## config.mk

```make
export PLATFORM = sky130hd
export DESIGN_NAME = mux32_reg
export DESIGN_NICKNAME = d
export VERILOG_FILES = /design/src/rtl/mux32_pkg.sv /design/src/rtl/mux2_cell.sv /design/src/rtl/mux32_reg.sv
export SDC_FILE = /design/constraint.sdc
export NUM_CORES = 1
export LEC_CHECK = 0
export BUFFER_PORTS_ARGS = -buffer_cell sky130_fd_sc_hd__buf_2
export CORE_AREA = 2 2 39 41
export DETAILED_ROUTE_END_ITERATION = 8
export DIE_AREA = 0 0 41 43
export MAX_ROUTING_LAYER = met4
export PLACE_DENSITY = 0.7
export SETUP_SLACK_MARGIN = 0.02
export SKIP_CTS_REPAIR_TIMING = 1
export SLEW_MARGIN = 20
export SYNTH_ARGS = -nofsm -noshare
export SYNTH_HDL_FRONTEND = slang
export SYNTH_SLANG_ARGS = --single-unit
```

## constraint.sdc

```tcl
create_clock -name clk -period 1.9 [get_ports clk]
set_clock_uncertainty 0.05 [all_clocks]
set_input_delay 0.19 -clock clk [delete_from_list [all_inputs] [get_ports clk]]
set_output_delay 0.19 -clock clk [all_outputs]
set_load 0.01 [all_outputs]
```

## src/rtl/mux32_pkg.sv

```systemverilog
// Shared sizes and types for the registered 32:1 bit selector.
package mux32_pkg;

    localparam int MUX_WIDTH = 32;
    localparam int MUX_SEL_W = 5;

    typedef logic [MUX_WIDTH-1:0] mux_word_t;
    typedef logic [MUX_SEL_W-1:0] mux_sel_t;

endpackage : mux32_pkg

```

## src/rtl/mux2_cell.sv

```systemverilog
// One-bit 2:1 mux: the leaf element of the selector tree.
// y follows a when s is 0, b when s is 1.
module mux2_cell (
    input  logic a,
    input  logic b,
    input  logic s,
    output logic y
);

    // Plain steering; no state.
    always_comb begin
        y = s ? b : a;
    end

endmodule : mux2_cell

```

## src/rtl/mux32_reg.sv

```systemverilog
// Registered WIDTH:1 single-bit selector: out <= in[sel] one cycle after a
// valid sample, with out_valid as the registered copy of in_valid.
//
// Handshake: valid-only, no ready. A sample is taken on every rising edge
// where in_valid is 1 and rst is 0; the result appears on out with out_valid
// high exactly one cycle later. The block never stalls, so back-to-back
// valid cycles each produce a result. When in_valid is 0, in/sel are
// ignored (may be X), out holds its last value and out_valid drops to 0.
module mux32_reg
    import mux32_pkg::*;
#(
    parameter int WIDTH = MUX_WIDTH,
    parameter int SEL_W = MUX_SEL_W
) (
    input  logic             clk,
    input  logic             rst,
    input  logic [WIDTH-1:0] in,
    input  logic [SEL_W-1:0] sel,
    input  logic             in_valid,
    output logic             out,
    output logic             out_valid
);

    logic sel_bit;
    logic out_d;
    logic out_q;
    logic out_valid_d;
    logic out_valid_q;

    // Binary mux tree: level k halves the candidates using sel[k]; level 0
    // pairs adjacent input bits, so the surviving bit is in[sel].
    for (genvar k = 0; k < SEL_W; k++) begin : g_lvl
        localparam int N = WIDTH >> (k + 1);
        logic [2*N-1:0] lvl_in;
        logic [N-1:0]   lvl_out;

        if (k == 0) begin : g_first
            assign lvl_in = in;
        end else begin : g_next
            assign lvl_in = g_lvl[k-1].lvl_out;
        end

        for (genvar i = 0; i < N; i++) begin : g_cell
            mux2_cell u_cell (
                .a (lvl_in[2*i]),
                .b (lvl_in[2*i+1]),
                .s (sel[k]),
                .y (lvl_out[i])
            );
        end
    end

    assign sel_bit = g_lvl[SEL_W-1].lvl_out[0];

    // Next-state: capture the selected bit only on a valid sample, else hold;
    // the in_valid guard keeps an X on in/sel away from the register.
    always_comb begin
        out_d       = out_q;
        out_valid_d = in_valid;
        if (in_valid) begin
            out_d = sel_bit;
        end
    end

    // Output registers with synchronous reset taking priority over in_valid.
    always_ff @(posedge clk) begin
        if (rst) begin
            out_q       <= 1'b0;
            out_valid_q <= 1'b0;
        end else begin
            out_q       <= out_d;
            out_valid_q <= out_valid_d;
        end
    end

    assign out       = out_q;
    assign out_valid = out_valid_q;

endmodule : mux32_reg

```

==> results.py, run 1 <==
metrics = {
    "run_status": {
        "outcome": "finished clean",
    },
    "hold_path": {
        "hp-class": "input port to flop",
        "min_from": "rst",
        "holdPathEnd": "out_valid$_SDFF_PP0_",
        "hold_depth": 2,
    },
    "die": {
        "dieHeight_um": 43,
        "num_io_pins": 42,
        "rows": 14,
        "floorplan.initialDensity_pct": 28.03,
        "dieArea_mm2": 0.001763,
        "dieWidth_um": 41,
        "core_mm2": 0.001384,
    },
    "placed_design": {
        "routabilityCongestion": 0.7861,
        "placed_cells": 103,
        "hpwl_um": 954.3,
        "portBuffers": 41,
    },
    "clock_tree": {
        "cts_buffer_depth": 2,
        "cts_tree": "yes",
        "cts_num_sinks": 2,
        "h-tree-depth": 1,
        "clk_pin_slew_ns": 0.03,
        "cts-root-buf": "clkbuf_4",
        "clk_latency_ns": 0.22,
        "cts_inserted_buffers": 3,
    },
    "routing": {
        "wire_per_inst_um": 10.65,
        "ant_nets": 0,
        "dr.pass1.iters": 4,
        "drt_wl_total_um": 1129,
        "drc": 0,
        "drt-vias-per-instance": 4.868,
        "dr_total_vias": 516,
        "drtIter0Drc": 6,
    },
    "yosys": {
        "yosysWarnings": 0,
        "synthMostInstantiatedCell": "mux2i_1",
        "ys_seq_area_share_pct": 10.32,
        "syn-num-nets": 87,
        "synth-seq-cells": 2,
        "async_flop_share_pct": 0,
        "synthCells": 47,
        "synth_area_um2": 387.9,
        "yosysTopAreaCellShare_pct": 41.29,
        "synth_cell_types": 16,
        "synth_flop_cell": "dfxtp_1",
        "synth.top_cells.by_area": "mux2i_1, dfxtp_1, a22oi_1",
        "synth-edff-count": 0,
        "yosys.area.top_type": "mux2i_1",
        "avgSynthCellArea_um2": 8.253,
        "ys_top_cells_by_count": "mux2i_1, nand2_1, nand3_1",
    },
    "setup_path": {
        "r2r_start": "out$_SDFFE_PP0P_",
        "worstSetupEndpointType": "flop",
        "timing.critical_path.fanout_max": 10,
        "reg2reg_depth": 2,
        "max_stage_delay_ns": 0.25,
        "cp.required_ns": 1.98,
        "startpoint_type": "input port",
        "crit_cells": 7,
        "cp.arrival_ns": 1.42,
        "crit_type": "input port to flop",
        "timing.rr.end": "out$_SDFFE_PP0P_",
        "cp_top_family": "buffers and inverters",
        "crit_chain": "buf_2 > buf_4 > mux2i_1 > a21oi_1 > nand3_1 > and3_1 > a311oi_1",
        "r2r_setup_slack_ns": 1.18,
        "slowest_stage": "buf_2",
        "critical_path_buf_inv_count": 2,
    },
    "sta": {
        "holdWs_ns": 0.08761,
        "tightestPinTransition_ns": 0.3125,
        "hold_violations": 0,
        "fmax_mhz": 747.4,
        "tns_ns": 0,
        "drv_slew": 0,
        "setup_viol": 0,
        "rsz0062_at_grt": "false",
        "max_slew_margin_pct": 79.13,
        "layout_worst_path_cycle_share_pct": 70.42,
        "finalCriticalPeriod_ns": 1.338,
    },
    "power": {
        "p_total_mw": 0.2487,
        "power_density_mw_per_mm2": 406.5,
        "ir_drop_v": 0.0001911,
        "p_leak_nw": 0.3408,
    },
    "final_layout": {
        "final_util_pct": 44.21,
        "final_cells": 106,
        "drive_gt1_share_pct": 51.11,
        "area_growth_pct": 57.74,
        "diodes": 0,
        "nNetsFinal": 132,
    },
    "global_routing": {
        "antenna_found_initial": 0,
        "grt_pass1_vias": 512,
        "globalRouteOverflowTotal": 0,
        "grt_max_degree": 11,
        "grtUsageTotal_pct": 15.08,
        "grt_pass1_wl_um": 1863,
    },
    "run": {
        "max-cap-violations": 0,
    },
}
## routing by layer
metal	GRT usage [%]	share of wire (%)	up-vias
met5	-	0	-
met4	4.000	0	0
met3	0	8.9	0
met2	27.81	55	20
met1	16.56	36	230
li1	-	-	266
## cell usage in the layout (no fill, tap or decap), drive strengths merged
cell type and instances:
nand2 5, dfxtp 2, a311oi 1, nand3 4
a211oi 1, buf 42, a21oi 3, and3 1
mux2i 16, nor2b 3, a22oi 4, and2 1
nor2 2, clkbuf 3, nand2b 2
## where the power goes
part	switching, mW	internal (mW)	leakage (nW)	total [mW]
Sequential	0.00101	0.0453	0.0167	0.0463
Clock	0.0261	0.0700	0.0138	0.0961
Combinational	0.0457	0.0606	0.310	0.106
Total	0.0728	0.176	0.341	0.249
## cell type report
class	instances	area (µm²)
clock buffers	3	22.52
multi-input cells	43	316.6
repair buffers	42	212.7
well taps	16	20.02
flip-flops and latches	2	40.04
fillers	152	772.0
## cells by family after synthesis
| kind of cell | after synthesis | share of synthesized area, % |
|---|---|---|
| AO/OA/AOI/OAI | 9 | 17.10 |
| buffers and inverters | 2 | 8.065 |
| flip-flops | 2 | 10.32 |
| multiplexers | 16 | 41.29 |
| AND/OR/NAND/NOR | 18 | 23.23 |
## worst reg2reg max path, stage by stage, from the launching register on
cell      delay (ns)
dfxtp_1         0.32
nor2_1          0.05
a311oi_1        0.22
## worst max-delay path by stage
stage,start,endpoint,slack (ns)
after global routing,sel[0],out$_SDFFE_PP0P_,0.46
final,sel[0],out$_SDFFE_PP0P_,0.56
after detailed placement,sel[0],out$_SDFFE_PP0P_,0.37
after CTS,sel[0],out$_SDFFE_PP0P_,0.57
after global placement,sel[0],out$_SDFFE_PP0P_,0.42
after floorplan,sel[0],out$_SDFFE_PP0P_,0.63
## state kept, by name, indices dropped and copies added, names as in the netlist
signal     count
out            1
out_valid      1
## stage by stage
step / cell area [µm²] / worst slack [ns]
after floorplan: 387.9 / 0.6297
after detailed placement: 589.3 / 0.3694
final: 611.8 / 0.5620
after CTS: 611.8 / 0.5650
after global routing: 611.8 / 0.4586
after global placement: 589.3 / 0.4220
(Power assumes the default switching activity.)
==> inputs of run 2 (changes only) <==
--- a/config.mk
+++ b/config.mk
@@ -5,12 +5,13 @@
 export SDC_FILE = /design/constraint.sdc
 export NUM_CORES = 1
 export LEC_CHECK = 0
+export ABC_AREA = 1
 export BUFFER_PORTS_ARGS = -buffer_cell sky130_fd_sc_hd__buf_2
-export CORE_AREA = 2 2 39 41
+export CORE_MARGIN = 2
+export CORE_UTILIZATION = 31
 export DETAILED_ROUTE_END_ITERATION = 8
-export DIE_AREA = 0 0 41 43
 export MAX_ROUTING_LAYER = met4
-export PLACE_DENSITY = 0.7
+export PLACE_DENSITY = 0.73
 export SETUP_SLACK_MARGIN = 0.02
 export SKIP_CTS_REPAIR_TIMING = 1
 export SLEW_MARGIN = 20
==> constraint.sdc (replaced) <==
create_clock -name clk -period 1.2 [get_ports clk]
set_clock_uncertainty 0.05 [all_clocks]
set_input_delay 0.12 -clock clk [delete_from_list [all_inputs] [get_ports clk]]
set_output_delay 0.12 -clock clk [all_outputs]
set_load 0.01 [all_outputs]
==> results.py, run 2 <==
metrics = {
    "yosys": {
        "syn-num-nets": 122,
        "ys_seq_area_share_pct": 9.117,
        "yosys.area.top_type": "nand3_1",
        "synth-seq-cells": 2,
        "synth_cell_types": 13,
        "synthCells": 82,
        "yosysWarnings": 0,
        "synthMostInstantiatedCell": "nand2_1",
        "ys_top_cells_by_count": "nand2_1, nand3_1, nand2_2",
        "synth-edff-count": 0,
        "synth_area_um2": 439.2,
        "async_flop_share_pct": 0,
        "yosysTopAreaCellShare_pct": 29.63,
        "avgSynthCellArea_um2": 5.356,
        "synth.top_cells.by_area": "nand3_1, nand2_1, nand2_2",
        "synth_flop_cell": "dfxtp_1",
    },
    "power": {
        "p_clk_share_pct": 37.4,
        "p_sw_share_pct": 34.95,
        "combinationalPowerShare_pct": 45.2,
        "ir_drop_v": 0.0002699,
        "p_leak_nw": 0.3874,
        "power_switching_mw": 0.1471,
        "seq_power_share_pct": 17.4,
        "power_density_mw_per_mm2": 659.5,
        "power.internal_mw": 0.2738,
    },
    "global_routing": {
        "grt_pass1_wl_um": 2249,
        "grt_max_degree": 18,
        "grt_pass1_vias": 618,
        "antenna_found_initial": 0,
        "globalRouteOverflowTotal": 0,
        "grtUsageTotal_pct": 16.19,
    },
    "sta": {
        "rsz0062_at_grt": "false",
        "tightestPinTransition_ns": 0.3432,
        "drv_slew": 0,
        "finalCriticalPeriod_ns": 1.029,
        "setup_ws_ns": 0.1709,
        "setup_viol": 0,
        "max_slew_margin_pct": 77.12,
        "fmax_mhz": 971.7,
        "hold_violations": 0,
        "layout_worst_path_cycle_share_pct": 85.76,
    },
    "placed_design": {
        "post-place-ws_ns": -0.05041,
        "routabilityCongestion": 0.8271,
        "hpwl_um": 1072,
        "portBuffers": 41,
    },
    "routing": {
        "drt-vias-per-instance": 4.825,
        "drt_wl_total_um": 1381,
        "ant_nets": 0,
        "dr.pass1.iters": 4,
        "drc": 0,
        "dr_total_vias": 661,
        "wire_per_inst_um": 10.08,
        "drtIter0Drc": 12,
    },
    "clock_tree": {
        "cts_inserted_buffers": 3,
        "cts_buffer_depth": 2,
        "cts_tree": "yes",
        "cts_num_sinks": 2,
        "cts-root-buf": "clkbuf_4",
        "clk_latency_ns": 0.23,
        "h-tree-depth": 1,
        "clk_pin_slew_ns": 0.03,
    },
    "setup_path": {
        "timing.critical_path.fanout_max": 17,
        "startpoint_type": "input port",
        "worstSetupEndpointType": "flop",
        "cp.required_ns": 1.26,
        "cp.arrival_ns": 1.09,
        "crit_type": "input port to flop",
    },
    "hold_path": {
        "hp-class": "input port to flop",
    },
    "final_layout": {
        "nNetsFinal": 164,
        "final_util_pct": 48.43,
        "area_growth_pct": 45.30,
        "drive_gt1_share_pct": 44.26,
        "final_common_cell": "buf_2",
        "final_cell_mix": "buf_2, nand2_1, nand3_1, nand2_2, inv_1",
        "diodes": 0,
    },
    "die": {
        "dieArea_mm2": 0.001734,
        "core_mm2": 0.001318,
        "num_io_pins": 42,
        "rows": 13,
        "dieHeight_um": 41.64,
        "dieWidth_um": 41.64,
        "floorplan.initialDensity_pct": 33.33,
    },
    "run": {
        "max-cap-violations": 0,
    },
    "run_status": {
        "outcome": "finished clean",
    },
}
## run 2: worst paths after layout
kind,start,end,slack (ns),cells after the start
max,sel[0],out$_SDFFE_PP0P_,0.17,10
min,rst,out_valid$_SDFF_PP0_,0.02,2
max reg2reg,out$_SDFFE_PP0P_,out$_SDFFE_PP0P_,0.54,2
min reg2reg,out$_SDFFE_PP0P_,out$_SDFFE_PP0P_,0.47,2
## run 2: worst max-delay path, stage by stage
cell,delay [ns]
buf_2,0.30
inv_8,0.11
nand2_1,0.09
nand3_1,0.07
nand3_1,0.09
nand2_1,0.06
nand2_1,0.05
nand3_1,0.07
nand2_1,0.08
a21oi_2,0.05
## run 2: layer usage
layer	GRT usage, %	wire length (µm)	vias up	part of all wire [%]
met5	-	0	-	0
met4	5.806	9	0	0.65
met3	3.478	112	2	8.1
met2	29.38	663	35	48
met1	17.02	596	280	43
li1	-	-	344	-
## run 2: logic make-up after synthesis
| family | Yosys count | share of synthesized area [%] |
|---|---|---|
| and+or+nand+nor | 68 | 69.51 |
| buffers and inverters | 10 | 17.66 |
| DFF | 2 | 9.117 |
| AOI/OAI and AO/OA | 2 | 3.705 |
## run 2: power by group through the flow
stage	sequential, mW	clock (mW)	combinational (mW)
global route	0.0738	0.167	0.213
CTS	0.0732	0.157	0.190
global placement	0.0739	0	0.187
finish	0.0731	0.157	0.190
floorplan	0.0766	0	0.115
detailed placement	0.0743	0	0.189
## run 2: per-stage QoR
| stage | area (µm²) | setup TNS [ns] | hold slack (ns) | total power [mW] | instances |
|---|---|---|---|---|---|
| global route | 638.1 | 0 | 0.01646 | 0.4542 | 137 |
| CTS | 638.1 | 0 | 0.01642 | 0.4204 | 137 |
| floorplan | 439.2 | 0 | 0.1412 | 0.1914 | 82 |
| global placement | 615.6 | -0.02262 | 0.2411 | 0.2609 | 134 |
| detailed placement | 615.6 | -0.05041 | 0.2479 | 0.2632 | 134 |
| finish | 638.1 | 0 | 0.01761 | 0.4208 | 137 |
## run 2: final cells by class
| type | instances | area (µm²) |
|---|---|---|
| inverters | 6 | 30.03 |
| fillers | 143 | 679.4 |
| repair buffers | 41 | 205.2 |
| well taps | 15 | 18.77 |
| flip-flops and latches | 2 | 40.04 |
| multi-input cells | 70 | 321.6 |
| clock buffers | 3 | 22.52 |
==> inputs of run 3 (changes only) <==
--- a/config.mk
+++ b/config.mk
@@ -12,6 +12,7 @@
 export DETAILED_ROUTE_END_ITERATION = 8
 export MAX_ROUTING_LAYER = met4
 export PLACE_DENSITY = 0.73
+export REMOVE_ABC_BUFFERS = 1
 export SETUP_SLACK_MARGIN = 0.02
 export SKIP_CTS_REPAIR_TIMING = 1
 export SLEW_MARGIN = 20
==> results.py, run 3 (synthesis gave the netlist of run 2 again) <==
metrics = {
    "sta": {
        "setup_ws_ns": 0.1931,
        "max_slew_margin_pct": 77.00,
        "setup_viol": 0,
        "drv_slew": 0,
        "layout_worst_path_cycle_share_pct": 83.91,
        "fmax_mhz": 993.1,
        "tightestPinTransition_ns": 0.3450,
        "hold_violations": 0,
        "rsz0062_at_grt": "false",
        "finalCriticalPeriod_ns": 1.007,
    },
    "final_layout": {
        "final_cell_mix": "buf_2, nand2_1, nand3_1, nand2_2, inv_1",
        "multi_input_area_um2": 321.6,
        "final_common_cell": "buf_2",
        "nNetsFinal": 164,
        "final_util_pct": 48.43,
        "design_area_um2": 638.1,
        "area_growth_pct": 45.30,
        "diodes": 0,
        "seqCellArea_um2": 40.04,
        "drive_gt1_share_pct": 44.26,
        "fill_cells": 161,
        "final_cells": 137,
    },
    "placed_design": {
        "placed_cell_area_um2": 615.6,
        "hpwl_um": 1017,
        "placed_cells": 134,
        "post-place-ws_ns": -0.02847,
        "routabilityCongestion": 0.8482,
        "portBuffers": 41,
    },
    "setup_path": {
        "startpoint_type": "input port",
        "crit_type": "input port to flop",
        "cp_top_family": "simple AND/OR/NAND/NOR gates",
        "r2r_start": "out$_SDFFE_PP0P_",
        "worstSetupEndpointType": "flop",
        "startpoint": "sel[0]",
        "timing.critical_path.fanout_max": 17,
        "max_stage_delay_ns": 0.30,
        "path_common_cell": "nand2_1",
        "critical_path_buf_inv_count": 2,
        "slowest_stage": "buf_2",
        "r2r_setup_slack_ns": 0.54,
        "cp.arrival_ns": 1.06,
        "reg2reg_depth": 2,
        "setup.worst_path.end": "out$_SDFFE_PP0P_",
        "crit_cells": 10,
        "cp.required_ns": 1.26,
        "timing.rr.end": "out$_SDFFE_PP0P_",
        "crit_chain": "buf_2 > inv_8 > nand2_1 > nand3_1 > nand3_1 > nand2_1 > nand2_1 > nand3_1 > nand2_1 > a21oi_2",
    },
    "hold_path": {
        "hp-class": "input port to flop",
        "hold_depth": 2,
    },
    "routing": {
        "dr.pass1.iters": 3,
        "ant_nets": 0,
        "drtIter0Drc": 12,
        "drt-vias-per-instance": 4.642,
        "drt_wl_total_um": 1229,
        "wire_per_inst_um": 8.971,
        "drc": 0,
        "dr_total_vias": 636,
    },
    "die": {
        "dieWidth_um": 41.64,
        "dieHeight_um": 41.64,
        "num_io_pins": 42,
        "rows": 13,
        "core_mm2": 0.001318,
        "dieArea_mm2": 0.001734,
        "floorplan.initialDensity_pct": 33.33,
    },
    "global_routing": {
        "antenna_found_initial": 0,
        "grtUsageTotal_pct": 16.01,
        "grt_pass1_vias": 564,
        "globalRouteOverflowTotal": 0,
        "grt_pass1_wl_um": 2180,
        "grt_max_degree": 18,
    },
    "clock_tree": {
        "clk_pin_slew_ns": 0.03,
        "cts_buffer_depth": 2,
        "clk_latency_ns": 0.22,
        "cts_tree": "yes",
        "cts_inserted_buffers": 3,
        "cts_num_sinks": 2,
        "h-tree-depth": 1,
        "cts-root-buf": "clkbuf_4",
    },
    "power": {
        "power_density_mw_per_mm2": 636.2,
        "ir_drop_v": 0.0003412,
        "p_leak_nw": 0.3874,
    },
    "run_status": {
        "outcome": "finished clean",
    },
    "run": {
        "max-cap-violations": 0,
    },
}
run 3: worst min path at each step:
stage / from / end / slack, ns
final: rst / out_valid$_SDFF_PP0_ / 0.02
after global routing: rst / out_valid$_SDFF_PP0_ / 0.02
after CTS: rst / out_valid$_SDFF_PP0_ / 0.02
after detailed placement: rst / out_valid$_SDFF_PP0_ / 0.25
after global placement: rst / out_valid$_SDFF_PP0_ / 0.24
after floorplan: rst / out_valid$_SDFF_PP0_ / 0.14
run 3: layer usage:
layer	vias to the layer above	track usage, %	part of all wire (%)
met5	-	-	0
met4	0	5.806	0
met3	0	3.043	8.0
met2	30	25.31	46
met1	260	20.16	46
li1	346	-	-
run 3: worst register-to-register path, delay by kind of cell (launching register included):
kind / cells / cell delay (ns)
DFF: 1 / 0.29
AOI/OAI and AO/OA: 2 / 0.20
run 3: per-stage QoR:
step	hold slack (ns)	power [mW]	TNS [ns]
detailed placement	0.2525	0.2620	-0.02847
global placement	0.2374	0.2587	0
global route	0.02128	0.4575	0
CTS	0.01932	0.4141	0
floorplan	0.1412	0.1656	0
finish	0.02439	0.4059	0
run 3: final cells by class:
class,count,area share (%)
tap,15,2.941
multi-input combinational,70,50.39
sequential,2,6.275
clock buffer,3,3.529
timing repair buffer,41,32.16
inverter,6,4.706
run 3: report_power, final:
| group | leakage, nW | switching [mW] | total, mW | internal (mW) |
|---|---|---|---|---|
| Clock | 0.0138 | 0.0354 | 0.145 | 0.110 |
| Combinational | 0.357 | 0.0964 | 0.187 | 0.0910 |
| Sequential | 0.0167 | 0.00137 | 0.0730 | 0.0717 |
